==> config.mk <==
export PLATFORM = sky130hd
export DESIGN_NAME = exec_alu_cc
export DESIGN_NICKNAME = d
export VERILOG_FILES = /design/src/rtl/exec_alu_cc.sv
export SDC_FILE = /design/constraint.sdc
export NUM_CORES = 1
export LEC_CHECK = 0
export CAP_MARGIN = 20
export CORE_MARGIN = 5
export CORE_UTILIZATION = 45
export CTS_BUF_LIST = sky130_fd_sc_hd__clkbuf_4
export CTS_CLUSTER_SIZE = 28
export DETAILED_ROUTE_END_ITERATION = 12
export PLACE_DENSITY = 0.77
export RECOVER_POWER = 100
export REMOVE_ABC_BUFFERS = 1
export SYNTH_ARGS = -nofsm -noshare
export SYNTH_HDL_FRONTEND = slang
export SYNTH_SLANG_ARGS = --single-unit
==> constraint.sdc <==
create_clock -name clk_i -period 11.04 [get_ports clk_i]
set_input_delay 2.76 -clock clk_i [delete_from_list [all_inputs] [get_ports clk_i]]
set_output_delay 2.76 -clock clk_i [all_outputs]
set_load 0.01 [all_outputs]
==> src/rtl/exec_alu_cc.sv <==
// Y86-64 execute stage: operand select, ALU and ZF/SF/OF condition-code register.
// e_valE_o/e_set_cc_o are combinational; flags register in 1 cycle; no backpressure, CC frozen only by M/W exceptions.
module exec_alu_cc #(
  parameter int                DATA_W = 64,
  parameter int                STAT_W = 4,
  parameter logic [STAT_W-1:0] SAOK   = STAT_W'(1)
) (
  input  logic              clk_i,
  input  logic              rst_n_i,
  input  logic [3:0]        E_icode_i,
  input  logic [3:0]        E_ifun_i,
  input  logic [DATA_W-1:0] E_valA_i,
  input  logic [DATA_W-1:0] E_valB_i,
  input  logic [DATA_W-1:0] E_valC_i,
  input  logic [STAT_W-1:0] m_stat_i,
  input  logic [STAT_W-1:0] W_stat_i,
  output logic [DATA_W-1:0] e_valE_o,
  output logic              e_set_cc_o,
  output logic              ZF_real_o,
  output logic              SF_real_o,
  output logic              OF_real_o
);

  localparam logic [3:0] I_RRMOVQ = 4'h2;
  localparam logic [3:0] I_IRMOVQ = 4'h3;
  localparam logic [3:0] I_RMMOVQ = 4'h4;
  localparam logic [3:0] I_MRMOVQ = 4'h5;
  localparam logic [3:0] I_OPQ    = 4'h6;
  localparam logic [3:0] I_CALL   = 4'h8;
  localparam logic [3:0] I_RET    = 4'h9;
  localparam logic [3:0] I_PUSHQ  = 4'hA;
  localparam logic [3:0] I_POPQ   = 4'hB;

  localparam logic [3:0] A_ADD = 4'h0;
  localparam logic [3:0] A_SUB = 4'h1;
  localparam logic [3:0] A_AND = 4'h2;
  localparam logic [3:0] A_XOR = 4'h3;

  logic [DATA_W-1:0] w_alu_a;
  logic [DATA_W-1:0] w_alu_b;
  logic [DATA_W-1:0] w_res;
  logic [3:0]        w_alufun;
  logic              w_sa;
  logic              w_sb;
  logic              w_sr;
  logic              w_zf;
  logic              w_sf;
  logic              w_of;
  logic              r_zf;
  logic              r_sf;
  logic              r_of;

  always_comb begin
    w_alu_a = '0;
    case (E_icode_i)
      I_RRMOVQ, I_OPQ:              w_alu_a = E_valA_i;
      I_IRMOVQ, I_RMMOVQ, I_MRMOVQ: w_alu_a = E_valC_i;
      I_CALL, I_PUSHQ:              w_alu_a = -(DATA_W'(8));
      I_RET, I_POPQ:                w_alu_a = DATA_W'(8);
      default:                      w_alu_a = '0;
    endcase
  end

  always_comb begin
    w_alu_b = '0;
    case (E_icode_i)
      I_RMMOVQ, I_MRMOVQ, I_OPQ, I_CALL, I_PUSHQ, I_RET, I_POPQ: w_alu_b = E_valB_i;
      default:                                                   w_alu_b = '0;
    endcase
  end

  assign w_alufun = (E_icode_i == I_OPQ) ? E_ifun_i : A_ADD;

  // Undefined OPq functions fall back to ADD; e_set_cc_o keeps them off the CC.
  always_comb begin
    w_res = '0;
    case (w_alufun)
      A_SUB:   w_res = w_alu_b - w_alu_a;
      A_AND:   w_res = w_alu_b & w_alu_a;
      A_XOR:   w_res = w_alu_b ^ w_alu_a;
      default: w_res = w_alu_b + w_alu_a;
    endcase
  end

  assign w_sa = w_alu_a[DATA_W-1];
  assign w_sb = w_alu_b[DATA_W-1];
  assign w_sr = w_res[DATA_W-1];
  assign w_zf = (w_res == '0);
  assign w_sf = w_sr;

  always_comb begin
    w_of = 1'b0;
    case (w_alufun)
      A_SUB:        w_of = (w_sa != w_sb) && (w_sr != w_sb);
      A_AND, A_XOR: w_of = 1'b0;
      default:      w_of = (w_sa == w_sb) && (w_sr != w_sa);
    endcase
  end

  assign e_valE_o   = w_res;
  assign e_set_cc_o = (E_icode_i == I_OPQ) && (E_ifun_i <= A_XOR) &&
                      (m_stat_i == SAOK) && (W_stat_i == SAOK);

  always_ff @(posedge clk_i or negedge rst_n_i) begin
    if (!rst_n_i) begin
      r_zf <= 1'b1;
      r_sf <= 1'b0;
      r_of <= 1'b0;
    end else if (e_set_cc_o) begin
      r_zf <= w_zf;
      r_sf <= w_sf;
      r_of <= w_of;
    end
  end

  assign ZF_real_o = r_zf;
  assign SF_real_o = r_sf;
  assign OF_real_o = r_of;

endmodule
==> impl_summary.log <==
[metrics] worst clock skew: 0 ns
[metrics] placed cells: about 2400
[metrics] filler cell count in the final layout: 2212
[metrics] number of DRC markers in iteration 0: 1237
[metrics] number of nets at the end of the flow: 2426
[metrics] final cell count without fillers: 2413
[metrics] element type at the critical path start: input pin
[metrics] Warnings, synthesis: 0
[metrics] # DRC: 0
[metrics] worst slack after detailed placement: -0.0708 ns
[metrics] post-synth top area cell: ha_1
[metrics] CP Class: input pin to primary output
[metrics] share of cell area taken by muxes after synthesis: 5.23%
[metrics] Max Fanout on Critical Path: 6
[metrics] post-route worst hold slack: 0.463 ns
[metrics] max-slew violation total from the final report: 0
[metrics] Clk pin slew, worst setup/hold paths: roughly 0.040 ns
[metrics] combined area of the multi-input logic cells: 0.0102 mm^2
[metrics] run status: complete, no violations
[metrics] Post-synth EDFFs: 0
[metrics] Ant. Diodes: 0
[metrics] dominant combinational cell family by area after synthesis: compound AO/OA/AOI/OAI gates
[metrics] post-synth top area share: between 10% and 20%
[metrics] buffers added on ports: 277
[metrics] logic gate share of total power: roughly 97%
[metrics] Req. time, crit path: 8.28 ns
[metrics] Flop pwr share: under 10%
[metrics] sequential cell area: about 76 um^2
[metrics] number of sinks on the clock net: 3
[metrics] pin count of the biggest net entering global routing: 71
[metrics] worst slew slack as a fraction of its limit: 32.2%
[metrics] number of maximum-capacitance constraint violations: 0
[metrics] setup repair after global routing missed its margin: true
[metrics] Syn Inst Count: 1648
[metrics] vias in the first global route: 14600
[metrics] Std-Cell Rows: 57
[metrics] final number of hold-violating endpoints: 0
[metrics] adder-cell area share of the yosys netlist: 14.5%
[metrics] horizontal die dimension: about 170 um
[metrics] flip-flop cell with the highest count after synthesis: dfrtp_1
[metrics] cell area power density: 65.7 mW/mm^2
[metrics] final worst path period share: 98.6%
[metrics] Leakage: 7.26 nW
[metrics] area of the die: 0.0276 mm^2
[metrics] Unique masters post-synth: 82
[metrics] max incr delay on CP: 0.58 ns
[metrics] parity-gate share of the synthesized area counting xor and xnor cells: 9.32%
[metrics] global route total overflow: 0
[metrics] # setup viols final: 0
[metrics] H-tree levels: 1
[metrics] TritonCTS clock tree: done
[metrics] number of antenna violations at the first check in global routing: 1
[metrics] worst IR drop on VDD: 46.1 uV
[metrics] detailed-routing iteration count for the pre-antenna-repair pass: 5
[metrics] latest clock arrival within the worst-skew pair: 0.24 ns
[metrics] internal power contribution: 521 uW
[metrics] quantity of hold-fixing buffers added after cts: 0
[metrics] top area cells in the synthesized netlist: ha_1, a21oi_1, xnor2_1
[metrics] detail-routed net length per standard cell: 21.7 um
[metrics] clock buffers created by TritonCTS: 3
[metrics] worst hold path class: register to register
[metrics] vias per std cell: 6.11
[metrics] Post-DRT Antenna Nets: 0
[metrics] final setup slack of the worst path: around 0.16 ns
[metrics] placer congestion estimate: between 1 and 1.5
[metrics] count of state elements after synthesis: 3
[metrics] Total Wirelength: roughly 52 mm
[metrics] WP data arrival: 8.12 ns
[metrics] FFs w/ async S/R, synth: 100%
[metrics] synthesized area: between 0.01 and 0.015 mm^2
[metrics] ratio of cells with drive above 1 in the final layout: 18.1%
[metrics] clock root buffer: clkbuf_4
[metrics] synthesized-area fraction occupied by ao, oa, aoi and oai cells: roughly 33%
[metrics] number of vias after detailed routing: between 10000 and 15000
[metrics] starting density of the core: 45.3%
[metrics] Longest Clk Path Bufs: 2
[metrics] HPWL after detailed placement: 44.0 mm
[metrics] net switching fraction of the power: 50.5%
[metrics] Top-Level Pins: 278
[metrics] CP Cell Sequence: clkdlybuf4s50_1 -> and3b_1 -> a31o_1 -> a211oi_2 -> nand3_1 -> nor4_1 -> buf_4 -> and3_2 -> buf_4 -> and3_1 -> a21oi_1 -> xor2_1 -> ha_1 -> a21oi_1 -> o21ai_0 -> a21oi_1 -> o21bai_1 -> a31oi_1 -> nand3_1 -> a211oi_1 -> buf_4 -> xnor3_1 -> a21oi_4 -> clkdlybuf4s50_1
[metrics] commonest non-fill, non-tap cells in the layout: buf_4, clkdlybuf4s50_1, a21oi_1
[metrics] CP endpoint kind: primary output
[metrics] core area: approximately 0.024 mm^2
[metrics] Simple-Gate Fraction of Synth Area: 29.8%
[metrics] portion of total power attributed to the clock network: 2.2%
[metrics] synthesized area per cell: approximately 6.7 um^2
[metrics] fin crit period: about 11 ns
[metrics] GRT Util Overall: 35.5%
[metrics] Die Height: 166 um
[metrics] area overhead of the layout relative to synthesis: 46.1%
[metrics] leading cell type in the layout, fill and taps excluded: buf_4
[metrics] CP max stage cell: clkdlybuf4s50_1
[metrics] actual slew at the worst max-slew pin: about 1.0 ns
[metrics] first-pass GRT wire length: between 80 and 90 mm
[metrics] sequential element share of the synthesized area: 0.696%
[metrics] Switch Pwr: approximately 530 uW
[metrics] achievable clock frequency: 91.9 MHz
-- through the flow --
step                      area, um^2  setup TNS [ns]  power (mW)  util, %
after global routing           16000          -0.170        1.13     66.2
after floorplan                10400               0       0.489        -
final                          16000               0        1.05     66.2
after CTS                      15800               0        1.03     65.5
after detailed placement       15800          -0.134       0.997     65.3
after global placement         15800         -0.0621       0.994     65.3
-- repair_timing --
item / 4_1_cts / 5_1_grt
cloned: 0 / 0
buffers inserted: 0 / 2
gates resized for setup: 4 / 51
setup endpoints to repair: 3 / 30
pin swaps: 0 / 9
-- registers in the layout (all words and copies together) (netlist names) --
register,cells
SF_real_o,1
ZF_real_o,1
OF_real_o,1
-- logic make-up (layout without fill, tap and decap cells) --
kind of cell / Yosys count / count (layout)
adder cells (fa/ha/maj): 126 / 126
flip-flops: 3 / 3
AND/OR/NAND/NOR: 598 / 598
buffers and inverters: 201 / 642
multiplexers: 56 / 56
XOR/XNOR: 115 / 115
AO/OA/AOI/OAI: 549 / 549
-- worst paths after layout --
check / cells after the start / from / to / slack [ns]
setup / recovery: 24 / E_valC_i[3] / e_valE_o[63] / 0.16
hold / removal: 2 / ZF_real_o$_DFFE_PN1P_ / ZF_real_o$_DFFE_PN1P_ / 0.46
setup reg to reg: 2 / ZF_real_o$_DFFE_PN1P_ / ZF_real_o$_DFFE_PN1P_ / 10.34
hold reg to reg: 2 / ZF_real_o$_DFFE_PN1P_ / ZF_real_o$_DFFE_PN1P_ / 0.46
max in group asynchronous: 1 / rst_n_i / ZF_real_o$_DFFE_PN1P_ / 8.03
min in group asynchronous: 1 / rst_n_i / SF_real_o$_DFFE_PN0P_ / 2.78
-- final cells by class --
class	count	area share, %
multi-input cells	1444	63.7
repair buffers	564	31.4
well taps	324	2.53
inverters	74	1.73
flip-flops and latches	3	0.477
clock buffers	4	0.188
-- critical path: cells and delay by family --
| kind | cells | cell delay (ns) |
|---|---|---|
| simple gates | 6 | 1.20 |
| xor+xnor | 2 | 0.42 |
| fa+ha+maj | 1 | 0.35 |
| compound gates | 10 | 1.90 |
| buf+inv | 5 | 1.47 |
-- power by group through the flow --
stage               registers (mW)  logic (mW)  clock network (mW)
finish                      0.0111        1.02              0.0232
global route                0.0111        1.09              0.0234
CTS                         0.0111       0.995              0.0231
detailed placement          0.0112       0.986                   0
global placement            0.0112       0.983                   0
floorplan                   0.0113       0.478                   0
-- synth_stat cells (all sizes together), types with 5 or more instances --
cell type,number
nand3,35
buf,51
o21a,11
a211o,6
nor2,100
o31a,24
a31oi,17
xor2,37
o21ai,95
mux2,10
mux2i,46
a211oi,29
ha,125
o211ai,18
o21bai,19
o31ai,20
xnor2,77
nor3b,5
nand3b,24
nand4,39
nor2b,30
a21o,28
and3b,7
and2,71
nand2,134
nand2b,33
nor4b,6
nor4,19
clkbuf,76
a221oi,25
or2,17
nor3,30
and3,16
a21oi,191
a311oi,25
inv,74
or3,18
-- routing by layer --
metal | part of all wire, % | vias up | global-route usage [%]
met3 | 7.0 | 177 | 3.57
li1 | - | 6978 | -
met5 | 0.029 | - | 0
met1 | 40 | 6834 | 44.3
met4 | 5.7 | 2 | 16.8
met2 | 47 | 751 | 61.5
No activity file was read; power rests on OpenSTA's default activity.
